### src/rtl/bram_stream_reader.sv
// bram_stream_reader: sequences reads from a 1-cycle-latency BRAM and delivers them as a
// valid/ready stream, using a 3-entry skid FIFO with issue credits so backpressure never drops data.
module bram_stream_reader #(
    parameter int ADDR_W = 10,
    parameter int DATA_W = 8
) (
    input  logic              clk,
    input  logic              rst,
    input  logic              start,
    input  logic [ADDR_W-1:0] base_addr,
    input  logic [ADDR_W:0]   length,
    output logic              busy,
    output logic              done,
    output logic [ADDR_W-1:0] mem_addr,
    output logic              mem_re,
    input  logic [DATA_W-1:0] mem_rdata,
    output logic              m_valid,
    input  logic              m_ready,
    output logic [DATA_W-1:0] m_data,
    output logic              m_last
);
    typedef enum logic [1:0] {IDLE, RUN, FINISH} state_t;
    localparam logic [ADDR_W:0] DEPTH = {1'b1, {ADDR_W{1'b0}}};
    localparam logic [ADDR_W:0] ONE = {{ADDR_W{1'b0}}, 1'b1};

    state_t state, state_nx;
    logic [ADDR_W:0] len_c, issue_cnt, beat_cnt;
    logic [ADDR_W-1:0] addr_cnt, addr_q;
    logic inflight, push, pop, issue;
    logic [DATA_W-1:0] fifo [3];
    logic [1:0] rd_ptr, wr_ptr, count;

    assign len_c = length > DEPTH ? DEPTH : length;
    // Credits count reads still in the RAM pipe, so only occupancy (never m_ready) gates issue.
    assign issue = state == RUN && issue_cnt != '0 && (3'(inflight) + 3'(count)) < 3'd3;
    assign push = inflight;
    assign pop = m_valid && m_ready;
    assign mem_re = issue;
    assign mem_addr = issue ? addr_cnt : addr_q;
    assign m_valid = count != 2'd0;
    assign m_data = m_valid ? fifo[rd_ptr] : '0;
    assign m_last = m_valid && beat_cnt == ONE;

    always_ff @(posedge clk or negedge rst)
        if (!rst) state <= IDLE;
        else state <= state_nx;

    always_comb begin
        state_nx = state;
        busy = 1'b0;
        done = 1'b0;
        case (state)
            IDLE:    if (start) state_nx = len_c == '0 ? FINISH : RUN;
            RUN: begin
                busy = 1'b1;
                if (pop && beat_cnt == ONE) state_nx = FINISH;
            end
            FINISH: begin
                done = 1'b1;
                state_nx = IDLE;
            end
            default: state_nx = IDLE;
        endcase
    end

    always_ff @(posedge clk or negedge rst)
        if (!rst) begin
            addr_cnt <= '0;
            addr_q <= '0;
            issue_cnt <= '0;
            beat_cnt <= '0;
            inflight <= 1'b0;
            rd_ptr <= 2'd0;
            wr_ptr <= 2'd0;
            count <= 2'd0;
        end else begin
            if (state == IDLE && start) begin
                addr_cnt <= base_addr;
                issue_cnt <= len_c;
                beat_cnt <= len_c;
            end
            if (issue) begin
                addr_cnt <= addr_cnt + 1'b1;
                addr_q <= addr_cnt;
                issue_cnt <= issue_cnt - ONE;
            end
            inflight <= issue;
            if (push) wr_ptr <= wr_ptr == 2'd2 ? 2'd0 : wr_ptr + 2'd1;
            if (pop) begin
                rd_ptr <= rd_ptr == 2'd2 ? 2'd0 : rd_ptr + 2'd1;
                beat_cnt <= beat_cnt - ONE;
            end
            count <= count + 2'(push) - 2'(pop);
        end

    always_ff @(posedge clk)
        if (push) fifo[wr_ptr] <= mem_rdata;
endmodule

### config.mk
export PLATFORM = sky130hd
export DESIGN_NAME = bram_stream_reader
export DESIGN_NICKNAME = d
export VERILOG_FILES = /design/src/rtl/bram_stream_reader.sv
export SDC_FILE = /design/constraint.sdc
export NUM_CORES = 1
export LEC_CHECK = 0
export ABC_AREA = 1
export BUFFER_PORTS_ARGS = -buffer_cell sky130_fd_sc_hd__buf_4
export CAP_MARGIN = 15
export CORE_MARGIN = 3
export CORE_UTILIZATION = 55
export CTS_CLUSTER_DIAMETER = 200
export DETAILED_ROUTE_END_ITERATION = 10
export GPL_ROUTABILITY_DRIVEN = 0
export PLACE_DENSITY = 0.82
export SLEW_MARGIN = 40
export SYNTH_ARGS = -nofsm -noshare
export SYNTH_HDL_FRONTEND = slang
export SYNTH_SLANG_ARGS = --single-unit
### constraint.sdc
create_clock -name clk -period 2.1 [get_ports clk]
set_input_delay 0.105 -clock clk [delete_from_list [all_inputs] [get_ports clk]]
set_output_delay 0.105 -clock clk [all_outputs]
set_load 0.01 [all_outputs]
Yosys cells after proc, flatten, opt, wreduce, memory -nomap -nowiden:

Memory sizes are Yosys's and may differ from the RTL's.
Index checks and enable logic that the tools add are counted.

* word-level logic and storage cells: 58
* memories: 1
* output and inout port bits: 23
* input bits: 33
* memory bits (writable): 24
* register bits after elaboration: 51

* reductions and logical operators: 13
* equal/unequal tests: 7
* magnitude comparators: 2
* add/sub/neg operators: 8
* mux-type cells: 18

Memory list
* fifo: words 3, bits a word 8, rd ports 1, clocked after Yosys merged registers in 0, write ports 1, RTL line 30 `logic [DATA_W-1:0] fifo [3];`

Operators with widths (count)
* $mux 11: 4
* $mux 10: 3
* $sub 11x1->11 const B: 2
* $eq 11x1->1 const B: 1
* $gt 11x11->1 const B: 1
* $logic_not 11->1: 1
* $reduce_bool 11->1: 1
* $add 10x1->10 const B: 1
* $mux 2: 5
* $mux 8: 1
* $eq 2x2->1 const B: 3
* $logic_and 1x1->1: 6
* $reduce_bool 2->1: 3
* $add 2x1->2 const B: 2
* $mux 1: 4
* $pmux 2 s2: 1
* $add 1x2->3: 1
* $lt 3x2->1 const B: 1
* $add 2x1->2: 1
* $eq 2x1->1 const B: 1
* $logic_not 2->1: 1
* $ne 2x1->1 const B: 1
* $ne 2x2->1 const B: 1
* $reduce_and 2->1: 1
* $sub 2x1->2: 1

Depth between registers and ports, before layout:

Gate-level depths: netlist of the first run.

* word-level depth: 6
* mapped depth: 11
* mapped depth without buffers: 10

Worst setup path before layout of the first run:

Ideal clock, no wire load.

* path kind: reg2reg
* from: register inflight
* to: register addr_q[0]
* path slack: 110 ps
* data arrival time: 1842 ps
* period minus slack after synthesis: 1990 ps
* buffers on the path: 1
* setup time: 148 ps
* stages on the path, launching flop included: 7
* data required time: 1952 ps
* cell sequence: dfrtp_1 -> ha_1 -> ha_1 -> a211oi_4 -> nand2_4 -> buf_2 -> o21ai_0

* longest elaborated chain between the ends: 4

Ends and longest elaborated chain
* start: declaration: RTL line 29 `logic inflight, push, pop, issue;`
* start signal: assignment: RTL line 87 `inflight <= issue;`
* $add 1x2->3: RTL line 35 `assign issue = state == RUN && issue_cnt != '0 && (3'(inflight) + 3'(count)) < 3'd3;`
* $lt 3x2->1: RTL line 35
* $logic_and 1x1->1: RTL line 35
* $mux 10
* net mem_addr[0]: RTL line 14 `output logic [ADDR_W-1:0] mem_addr,`
* end signal: assignment: RTL line 84 `addr_q <= addr_cnt;`
* end: declaration: RTL line 28 `logic [ADDR_W-1:0] addr_cnt, addr_q;`

The timed path passes the listed nets, and every way through them passes these cells.
A chain may end at the register's enable or synchronous reset.

Final worst setup path of the first run:

* from: register inflight
* to: output port mem_addr[7]

* longest elaborated chain between the ends: 4

Ends and longest elaborated chain (RTL line)
* $add 1x2->3: 35
* $lt 3x2->1: 35
* $logic_and 1x1->1: 35
* $mux 10
* end: declaration: 14

No other way between the ends.

==> out/summary.md, run 1 <==
For this design the ratio of total power to cell area is 1700 nW/um2. In this run, synthesis produced a sequential element count of 75. The run gives 6540 um as the detailed placement HPWL.

The run gives 0.299 as the share of power burned in registers. With fillers left out, the area of the finished cells amounts to 5090 um2. Leaving out filler cells and counting taps, the final layout contains 675. The initial antenna violation count is 0. In this run the cell area measured after placement is 4550 um2. The tools report the post-layout utilization of the core as 0.737. The slew at the pin closest to its max-slew limit was 0.663 ns. The repair_antennas step left the layout with diodes totalling 0. After detailed placement, the design holds a cell count of 636. Setup repair after global routing could not meet its margin everywhere.

In this run the worst path has a maximum fanout of 7. The Yosys step of the flow raised 0 warnings. From synthesis to final layout, the design area changed by 27.6%. The checks that failed: setup timing. The highest attainable clock frequency is 0.473 GHz. Row generation in the floorplan step produced 30 rows. The relative contribution of combinational cells to total power came out at 0.573. The analysis attributes to net switching a power of 3850 uW. The kind of path behind the tightest hold check is in -> reg. In this run the horizontal extent of the chip is 91.2 um. The post-route DRC violation count is 0. Total routing usage reported by global routing: 0.248. The logs give 0.558 for the worst slew margin relative to its limit and 3 for the final setup violation count. The logs give 31 for the unique cell type count in the Yosys netlist and 2 for the maximum number of buffers from clock root to sink.

In this run the count of I/O pins placed on the die edge is 56. The count of nets after finishing is 615. The via count of the first global-routing pass came out at 3692. Clock tree synthesis selected as its root buffer the cell clkbuf_8. The analysis attributes to cell leakage a power of 0.00243 uW.

The run gives 0 as the total count of hold-check failures in the final report. Summed over all failing endpoints, the final setup total negative slack is -0.0355 ns. IR analysis of the VDD net gives a maximum drop of 0.00129 V.

The logs give 0.00816 ns for the clock skew after layout and 8310 um2 for the area of the die. The number of clock sinks is 75, and the total standard cell area after synthesis is 3990 um2. The first global-routing pass estimated 16600 um of wire.

After global routing the overflow that remains totals 0. STA puts the critical path data required time at 2.00 ns. The clock input transition at the sequential cells of the worst setup and hold paths was 0.08 ns; the period utilization was 1.01.

The later pin in the worst-skew pair is clocked with a latency of 0.35 ns. The count of nets left with antenna violations once routing finished came out at 0. The initial core utilization was 0.578.

Entering global routing, the biggest net connects 52 pins. The net switching share of the total power works out to 0.444. The logs give 6910 um2 for the area inside the core boundary and 0.500 for the register area share after synthesis. Synthesis handed over a netlist of 483 instances. The tool flagged a number of max-cap violations equal to 0. For flop-to-flop paths, the worst setup slack is 0.10 ns.

The worst setup path is captured at a primary output. The run gives 0 as the max-slew violation total from the final report. The die is 91.2 um tall.

Counting I/O delays and the setup requirement, the final critical path takes 2.12 ns. Leaving out fill and tap cells, the most frequent cells in the layout are nand2_1 (141), nand3_1 (75), buf_4 (74). The flow ran to the end, but the final reports show violations.

The routed layout has 3613 vias. The final worst-path setup slack came out at -0.0150 ns. The total chip power came out at 8670 uW. TritonCTS built the clock tree. The portion of total power attributed to the clock network was 0.128.

The H-tree was split into 3 levels. Internal power comes to 4820 uW. Buffers placed on the I/O ports in this run total 55. The detailed-route wire length per cell came out at 14.3 um.

For this block, the routed nets add up to 9640 um of wire. Most common cell after layout, fill and taps aside: nand2_1. The critical path is of the reg -> out type. The via-per-instance ratio is 5.35, and the number of nets in the synthesized netlist is 524.

The pre-antenna-repair detailed-routing pass consisted of 5 iterations. STA puts the critical path data arrival time at 2.01 ns. The total CTS buffers was 9; the average cell area after synthesis was 8.26 um2. The worst setup path is launched from a flop.

After the first detailed-routing iteration, the DRC count stood at 274. The layout cell share with drive strength beyond 1 works out to 0.225.
-- state kept, by name (all words and copies together), names as in the netlist --
signal / flops
addr_cnt: 10
addr_q: 10
beat_cnt: 11
count: 2
fifo: 24
inflight: 1
issue_cnt: 11
rd_ptr: 2
state: 2
wr_ptr: 2
-- through the flow --
stage,hold slack (ns),worst slack [ns]
6_report,0.0173,-0.0150
5_1_grt,0.0262,-0.110
4_1_cts,0.00705,-0.0491
3_5_place_dp,0.186,0.0867
3_3_place_gp,0.177,0.162
2_1_floorplan,-0.191,0.110
-- critical path, cell delays in order, from the launching register on --
cell	delay, ns
dfrtp_1	0.39
ha_2	0.21
ha_4	0.22
a211oi_4	0.20
buf_6	0.19
nand2_8	0.09
buf_6	0.14
nand2_2	0.05
nand2_2	0.05
buf_6	0.12
-- kinds of logic after synthesis --
| kind of cell | count (synthesis) | synth area share |
|---|---|---|
| simple gates | 288 | 0.321 |
| buf+inv | 69 | 0.0775 |
| flops | 75 | 0.500 |
| compound gates | 34 | 0.0561 |
| xor+xnor | 9 | 0.0198 |
| fa+ha+maj | 8 | 0.0251 |
-- power by group through the flow --
| stage | Combinational [uW] | Clock [uW] | Sequential [uW] |
|---|---|---|---|
| 3_5_place_dp | 4250 | 0 | 2600 |
| 2_1_floorplan | 3050 | 0 | 2450 |
| 3_3_place_gp | 4090 | 0 | 2570 |
| 6_report | 4970 | 1110 | 2590 |
| 5_1_grt | 5550 | 1180 | 2670 |
| 4_1_cts | 4700 | 1130 | 2580 |
-- repair_timing --
action,4_1_cts,5_1_grt
pin swaps,5,6
hold buffers,15,0
gates cloned,2,0
endpoints found under the setup margin,11,10
setup buffers,4,2
resized for setup,25,13
hold endpoints to repair,81,0
-- metal layers --
layer  global-route usage  wire (um)
met1                0.312       3970
met2                0.421       4930
met3               0.0414        517
met4                0.109        217
met5                    0          0
-- final timing paths --
check                      startpoint             to  depth (start not counted)
min                         length[3]    beat_cnt[3]                          3
max                          inflight    mem_addr[7]                          9
max reg2reg                  inflight  issue_cnt[10]                         11
max in group asynchronous         rst    beat_cnt[4]                          2
min reg2reg                 addr_q[5]      addr_q[5]                          2
min in group asynchronous         rst       state[1]                          2
-- cells in the mapped netlist --
cell      count  area, um2
buf_4         2       15.0
nor3_1        6       30.0
nand3_2       9       90.1
nand4_1       5       31.3
nand2_1     149        559
clkinv_1      1       3.75
buf_8         1       15.0
nand2_4       1       11.3
inv_2         2       7.51
nor2_2        3       18.8
ha_1          8        100
o221ai_1      3       26.3
edfxtp_1     24        721
clkbuf_1      5       18.8
buf_6         1       11.3
xnor2_1       3       26.3
buf_2         6       30.0
or2_1         1       6.26
xor2_1        6       52.6
o211ai_1      6       45.0
buf_12        1       20.0
dfrtp_1      51       1280
or2_2         2       12.5
nand3_1      75        375
o21bai_1      5       37.5
a211oi_4      1       20.0
inv_1        50        188
nand2_2       2       12.5
nor2_1       34        128
nor4_1        1       6.26
o21ai_0      19       95.1
-- layout make-up --
class                      count  area, um2
tap                           96        120
clock buffer                  11        131
inverter                      53        201
sequential                    75       2000
clock inverter                 5       63.8
multi-input combinational    341       1810
fill                         519       1820
timing repair buffer          94        762
Power figures use the tool's default switching activity.
==> run 2, diff against run 1 <==
PLACE_DENSITY = not set   (was 0.82)
PLACE_DENSITY_LB_ADDON = 0.2   (was not set)
==> run 2 against run 1 <==
The run still ends with setup timing left. Die area unchanged. Combinational power decreased by 1%. Clock power grew 14%. Flip-flop and latch count did not move. Critical path depth unchanged. Largest power group unchanged. Highest routed layer unchanged.
==> out/summary.md, run 2 (same netlist as run 1, synthesis figures left out) <==
For the total CTS buffers, the log shows 9 (unchanged). Number of top-level pins: 56 (unchanged). The library cell used most frequently in the layout, excluding fill and tap cells, is nand2_1.

The run gives 30 (unchanged) as the placement row count. The die span in x is 91.2 um (unchanged). The number of routed nets with antenna violations was 0 (unchanged).

The cell area power density came out at 1720 nW/um2 (+1.1%). STA classifies the critical path endpoint as a primary output. The hold-critical path endpoint is beat_cnt[3].

The clock input transition at the sequential cells of the worst setup and hold paths was 0.09 ns (about the same); the total count of hold-check failures in the final report was 0 (unchanged). For the critical path data arrival time, the log shows 2.02 ns (about the same). The final reports fail on setup timing.

Depth of the most critical reg-to-reg path: 9 (-2). Worst slew margin relative to its limit: 0.550 (-0.00748). Detailed placement HPWL: 6210 um (-5.0%).

For the final worst-path setup slack, the log shows -0.0256 ns (-0.0106 ns). TritonCTS built the clock tree. The tools report the clock insertion delay at the later pin of the skew report as 0.36 ns (about the same).

Critical path startpoint category: a flop. The tightest min-delay check is of the in -> reg type. The count of port buffers added during placement is 55 (unchanged).

The area inside the core boundary is 6910 um2 (unchanged), and the setup slack after placement is 0.103 ns (+0.0167 ns). The largest fanout on the critical path works out to 7 (unchanged). The initial core utilization was 0.578 (unchanged).

Wire length of the first global-routing pass: 15700 um (-5.3%). The total via count after detailed routing was 3584 (-0.80%). The first-pass detailed-route iteration total was 6 (+1); the via-per-instance ratio was 5.29 (-1.2%). The height of the die is 91.2 um (unchanged). The maximum number of buffers from clock root to sink was 2 (unchanged). The highest attainable clock frequency was 0.470 GHz (-0.50%). The post-layout utilization of the core is 0.738 (+0.000905). In this run the critical register-to-register path is launched from count[0].

The leakage dissipation is 0.00247 uW (+1.6%), and the critical path required time is 2.00 ns (about the same). Leaving out fill and tap cells, the most frequent cells in the layout are nand2_1 (142), buf_4 (76), nand3_1 (75). The total negative slack for setup checks is -0.0497 ns (-0.0142 ns), and the iteration-0 DRC count of the detailed router is 246 (-10%).

For the antenna diode count, the log shows 0 (unchanged). The tools report the post-route DRC violation count as 0 (unchanged). Count of nets after finishing: 618 (+0.49%). The number of violations of the max-capacitance limit was 0 (unchanged); the maximum level of the CTS H-tree was 3 (unchanged).

The logs give 9380 um (-2.6%) for the wire length after detailed routing and 0.0111 ns (+0.00292 ns) for the clock skew after layout. The via count of the first global-routing pass was 3430 (-7.1%). For the maximum number of pins on one net before global-route repair, the log shows 52 (unchanged).

The layout cell share with drive strength beyond 1 came out at 0.223 (-0.00116). The detailed-route wire length per cell is 13.8 um (-3.1%). The setup slack of the most critical reg-to-reg path was 0.19 ns (+0.09 ns). The run gives 0.234 (-0.0144) as the total routing usage reported by global routing. In this run the clock root is driven by a clkbuf_8. The tools report the area of the die as 8310 um2 (unchanged). The number of clock sinks was 75 (unchanged). The flow ran to the end, but the final reports show violations. The global-route congestion overflow total is 0 (unchanged). The final critical-path required period came out at 2.13 ns (+0.0106 ns). Relative to the synthesized area, the layout overhead comes to 27.7%. The number of instances on the worst hold path works out to 3 (unchanged).

The slew at the pin closest to its max-slew limit is 0.675 ns (+0.0112 ns), and the max-slew violation total from the final report is 0 (unchanged). The flip-flop count of the largest register after layout came out at 24 (unchanged). Setup repair after global routing could not meet its margin everywhere. The largest registers in the layout are fifo x24, beat_cnt x11, issue_cnt x11. Counting flops per register, the top entry is fifo. The period utilization was 1.01 (+0.00505); the initial antenna violation count was 0 (unchanged). The maximum vdd ir drop came out at 0.00138 V (+6.6%). The tools report the end of the worst register-to-register path as addr_cnt[4]. The critical path in this run is classified as reg -> out. For the final setup violation count, the log shows 3 (unchanged). The startpoint identified for the worst hold timing path is length[3].
run 2: final cells by class:
type	instances	area [um2]
fill	535	1810
inverter	53	206
tap	96	120
timing repair buffer	97	788
clock buffer	10	128
sequential	75	2000
multi-input combinational	341	1760
clock inverter	6	95.1
run 2: worst max-delay path, cell delays in order, from the launching register on:
cell	delay (ns)
dfrtp_1	0.40
ha_2	0.20
ha_4	0.22
a211oi_4	0.24
buf_6	0.16
nand2_8	0.08
buf_6	0.14
nand2_2	0.06
nand2_2	0.06
buf_6	0.12
run 2: metal layers:
layer | part of all wire | vias to the layer above | global-route usage
met5 | 0 | - | 0
met4 | 0.016 | 0 | 0.0766
met3 | 0.049 | 17 | 0.0439
met2 | 0.50 | 109 | 0.395
met1 | 0.44 | 1692 | 0.304
li1 | - | 1766 | -
run 2: worst max path at each step:
| stage | depth (start not counted) | from | slack, ns | end |
|---|---|---|---|---|
| final | 9 | count[0] | -0.03 | mem_addr[7] |
| after global routing | 9 | count[0] | -0.12 | mem_addr[4] |
| after CTS | 9 | inflight | -0.06 | mem_addr[7] |
| after detailed placement | 8 | count[0] | 0.10 | mem_addr[7] |
| after global placement | 8 | count[0] | 0.15 | mem_addr[4] |
| after floorplan | 6 | inflight | 0.11 | addr_q[0] |
run 2: metrics by stage:
step	total power (uW)	std cells	instance area, um2	hold slack, ns
3_3_place_gp	6630	634	4530	0.195
5_1_grt	9500	678	5100	0.0278
3_5_place_dp	6780	634	4530	0.195
4_1_cts	8540	676	5040	0.00479
6_report	8780	678	5100	0.00953
2_1_floorplan	5500	483	3990	-0.191
run 2: repair_timing:
item,in CTS,in global routing
hold buffers,15,0
setup endpoints to repair,11,11
gates resized for setup,14,18
pin swaps,3,4
buffers inserted,9,2
endpoints found under the hold margin,81,0
cloned,2,0
run 2: report_power, final:
part | switching, uW | internal [uW]
sequential | 474 | 2130
clock | 585 | 682
combinational | 2750 | 2160
==> run 3, diff against run 2 <==
BUFFER_PORTS_ARGS = not set   (was -buffer_cell sky130_fd_sc_hd__buf_4)
DONT_BUFFER_PORTS = 1   (was not set)
HOLD_SLACK_MARGIN = 0.02   (was not set)
==> run 3 against run 2 <==
The flow now finishes without violations. Critical path depth shrank 1. Power down 3.3%. Non-clock buffer count shrank 37. Largest power group unchanged. Via count decreased by 2.5%. Routed wire length rose by 1.5%. Sequential share of layout area is 1.2 points higher. Clock power decreased by 4%. Worst hold slack improved by 0.037 ns. Final area fell by 2.9%. Clock skew decreased by 0.0038 ns. Critical endpoint is now mem_addr[6].
==> out/summary.md, run 3 (same netlist as run 1, synthesis figures left out) <==
The largest fanout on the critical path was 9 (+2); the final setup violation count was 0 (-3). The flip-flop count of the largest register after layout works out to 24 (unchanged). Nature of the critical path endpoint: a primary output. The tools report the number of routed nets with antenna violations as 0 (unchanged).

Setup repair after global routing could not meet its margin everywhere. The cell area power density was 1720 nW/um2 (-0.45%); the initial antenna violation count was 0 (unchanged). The post-route DRC violation count is 0 (unchanged), and the detailed-route wire length per cell is 14.8 um (+7.2%).

For the via count of the first global-routing pass, the log shows 3388 (-1.2%). For the relative contribution of combinational cells to total power, the log shows 0.548 (-0.011). The clock skew after layout came out at 0.00727 ns (-0.00382 ns). The antenna diode count is 0 (unchanged), and the count of port buffers added during placement is 0 (-100%).

The net switching share of the total power was 0.453 (+0.0193); the layout cell share with drive strength beyond 1 was 0.161 (-0.0622). The iteration-0 DRC count of the detailed router is 242 (-1.6%). The critical path in this run is classified as reg -> out. The path class of the tightest hold or removal check is in -> reg.

The run gives 56 (unchanged) as the number of top-level pins. The maximum number of pins on one net before global-route repair was 52 (unchanged). The logs give 15800 um (+0.88%) for the wire length of the first global-routing pass and 0.00115 V (-16%) for the maximum vdd ir drop.

In the layout the commonest cells are nand2_1 (139), nand3_1 (75), dfrtp_1 (51). The clock insertion delay at the later pin of the skew report is 0.35 ns (about the same), and the via-per-instance ratio is 5.44 (+3.0%). The total via count after detailed routing was 3495 (-2.5%); the wire length after detailed routing was 9530 um (+1.5%).

Worst slew margin relative to its limit: 0.617 (+0.0664). The logs give 0.00231 uW (-6.4%) for the leakage dissipation and 3850 uW (+0.97%) for the switching component of the power. The total negative slack for setup checks is 0 ns (+0.0497 ns). The run gives 8490 uW (-3.3%) as the total chip power. The critical path required time is 2.00 ns (about the same). The period utilization was 0.979 (-0.0335); the total count of hold-check failures in the final report was 0 (unchanged).

The number of clock sinks was 75 (unchanged). Height of the die: 91.2 um (unchanged). The area of the die is 8310 um2 (unchanged).

The tools report the max-slew violation total from the final report as 0 (unchanged). The slew at the pin closest to its max-slew limit works out to 0.570 ns (-0.105 ns). The run gives 0.309 (+0.012) as the share of power burned in registers.

For the global-route congestion overflow total, the log shows 0 (unchanged). The largest registers in the layout are fifo x24, beat_cnt x11, issue_cnt x11. The die span in x was 91.2 um (unchanged). The cell at the root of the clock tree is clkbuf_8. The clock input transition at the sequential cells of the worst setup and hold paths is 0.08 ns (about the same). The area inside the core boundary is 6910 um2 (unchanged).

TritonCTS built the clock tree. The placement row count came out at 30 (unchanged). The run gives 582 (-5.8%) as the count of nets after finishing.

The tools report the total CTS buffers as 9 (unchanged). The layout overhead on the synthesized area came out at 24.0%. The highest attainable clock frequency came out at 0.487 GHz (+3.4%).

Register with the most flip-flops: fifo. The detailed placement HPWL was 6070 um (-2.3%); the initial core utilization was 0.578 (unchanged). The total routing usage reported by global routing came out at 0.239 (+0.00530).

The final critical-path required period was 2.06 ns (-0.0703 ns). STA classifies the critical path startpoint as a flop. The first-pass detailed-route iteration total was 6 (unchanged); the number of violations of the max-capacitance limit was 0 (unchanged).

The maximum number of buffers from clock root to sink was 2 (unchanged); the maximum level of the CTS H-tree was 3 (unchanged). The portion of total power attributed to the clock network came out at 0.143 (about the same). Leaving out fill and tap cells, the most frequent cell in the layout is nand2_1. The critical path data arrival time is 1.95 ns (-0.07 ns). The run finished with clean final reports. Internal power contribution: 4640 uW (-6.6%).
-- run 3: changes by cell type in the layout (fill, tap and decap cells not counted), moves of 2 or more --
| cell | delta |
|---|---|
| dlygate4sd3_1 | +15 |
| buf_4 | -49 |
| inv_6 | -2 |
| o21ai_1 | -6 |
| nand2_4 | +4 |
| nand2_1 | -3 |
| o21ai_4 | +3 |
| o21ai_2 | +3 |
| buf_6 | -5 |
-- run 3: power by group through the flow --
stage                     combinational (uW)  clock (uW)  sequential [uW]
final                                   4650        1220             2620
after global routing                    5230        1300             2690
after CTS                               4410        1230             2590
after detailed placement                3780           0             2600
after global placement                  3660           0             2580
after floorplan                         3050           0             2450
-- run 3: cell type report --
class | instances | area (um2)
fill | 563 | 1960
timing repair buffer | 60 | 562
clock buffer | 10 | 128
sequential | 75 | 2000
multi-input combinational | 342 | 1840
clock inverter | 6 | 90.1
tap | 96 | 120
inverter | 53 | 211
-- run 3: stage by stage --
step / worst slack, ns / util / hold WS (ns) / area (um2) / std cells
after floorplan: 0.110 / - / -0.191 / 3990 / 483
after global placement: 0.0974 / 0.604 / -0.187 / 4170 / 586
after detailed placement: -0.00433 / 0.604 / -0.187 / 4170 / 586
after CTS: 0.00993 / 0.704 / 0.0270 / 4860 / 639
after global routing: -0.0533 / 0.716 / 0.0712 / 4950 / 642
final: 0.0447 / 0.716 / 0.0469 / 4950 / 642
-- run 3: per-layer routing --
metal  part of all wire  vias up  track usage  wire [um]
met5                  0        -            0          0
li1                   -     1695            -          -
met2               0.50      119        0.395       4740
met1               0.42     1656        0.304       4010
met4              0.026        0        0.109        247
met3              0.056       25       0.0481        534
-- run 3: final timing paths --
check | from | endpoint | slack (ns) | cells past startpoint
setup / recovery | inflight | mem_addr[6] | 0.04 | 8
hold / removal | start | state[1] | 0.05 | 4
setup reg to reg | inflight | addr_cnt[3] | 0.09 | 9
hold reg to reg | issue_cnt[10] | issue_cnt[10] | 0.47 | 2
max in group asynchronous | rst | addr_cnt[9] | 1.59 | 2
min in group asynchronous | rst | rd_ptr[0] | 0.28 | 2
-- run 3: critical path, cell delays in order, from the launching register on --
cell and delay (ns):
dfrtp_1 0.39, ha_2 0.20, ha_4 0.22, a211oi_4 0.24
buf_12 0.16, nand2_4 0.10, nand2_2 0.10, o21ai_4 0.06
buf_4 0.14
-- run 3: timing repair --
item | CTS | global route
endpoints found under the hold margin | 104 | 0
resized for setup | 24 | 17
setup buffers | 3 | 3
pin swaps | 2 | 4
hold buffers | 31 | 0
endpoints found under the setup margin | 15 | 14
cloned | 3 | 0
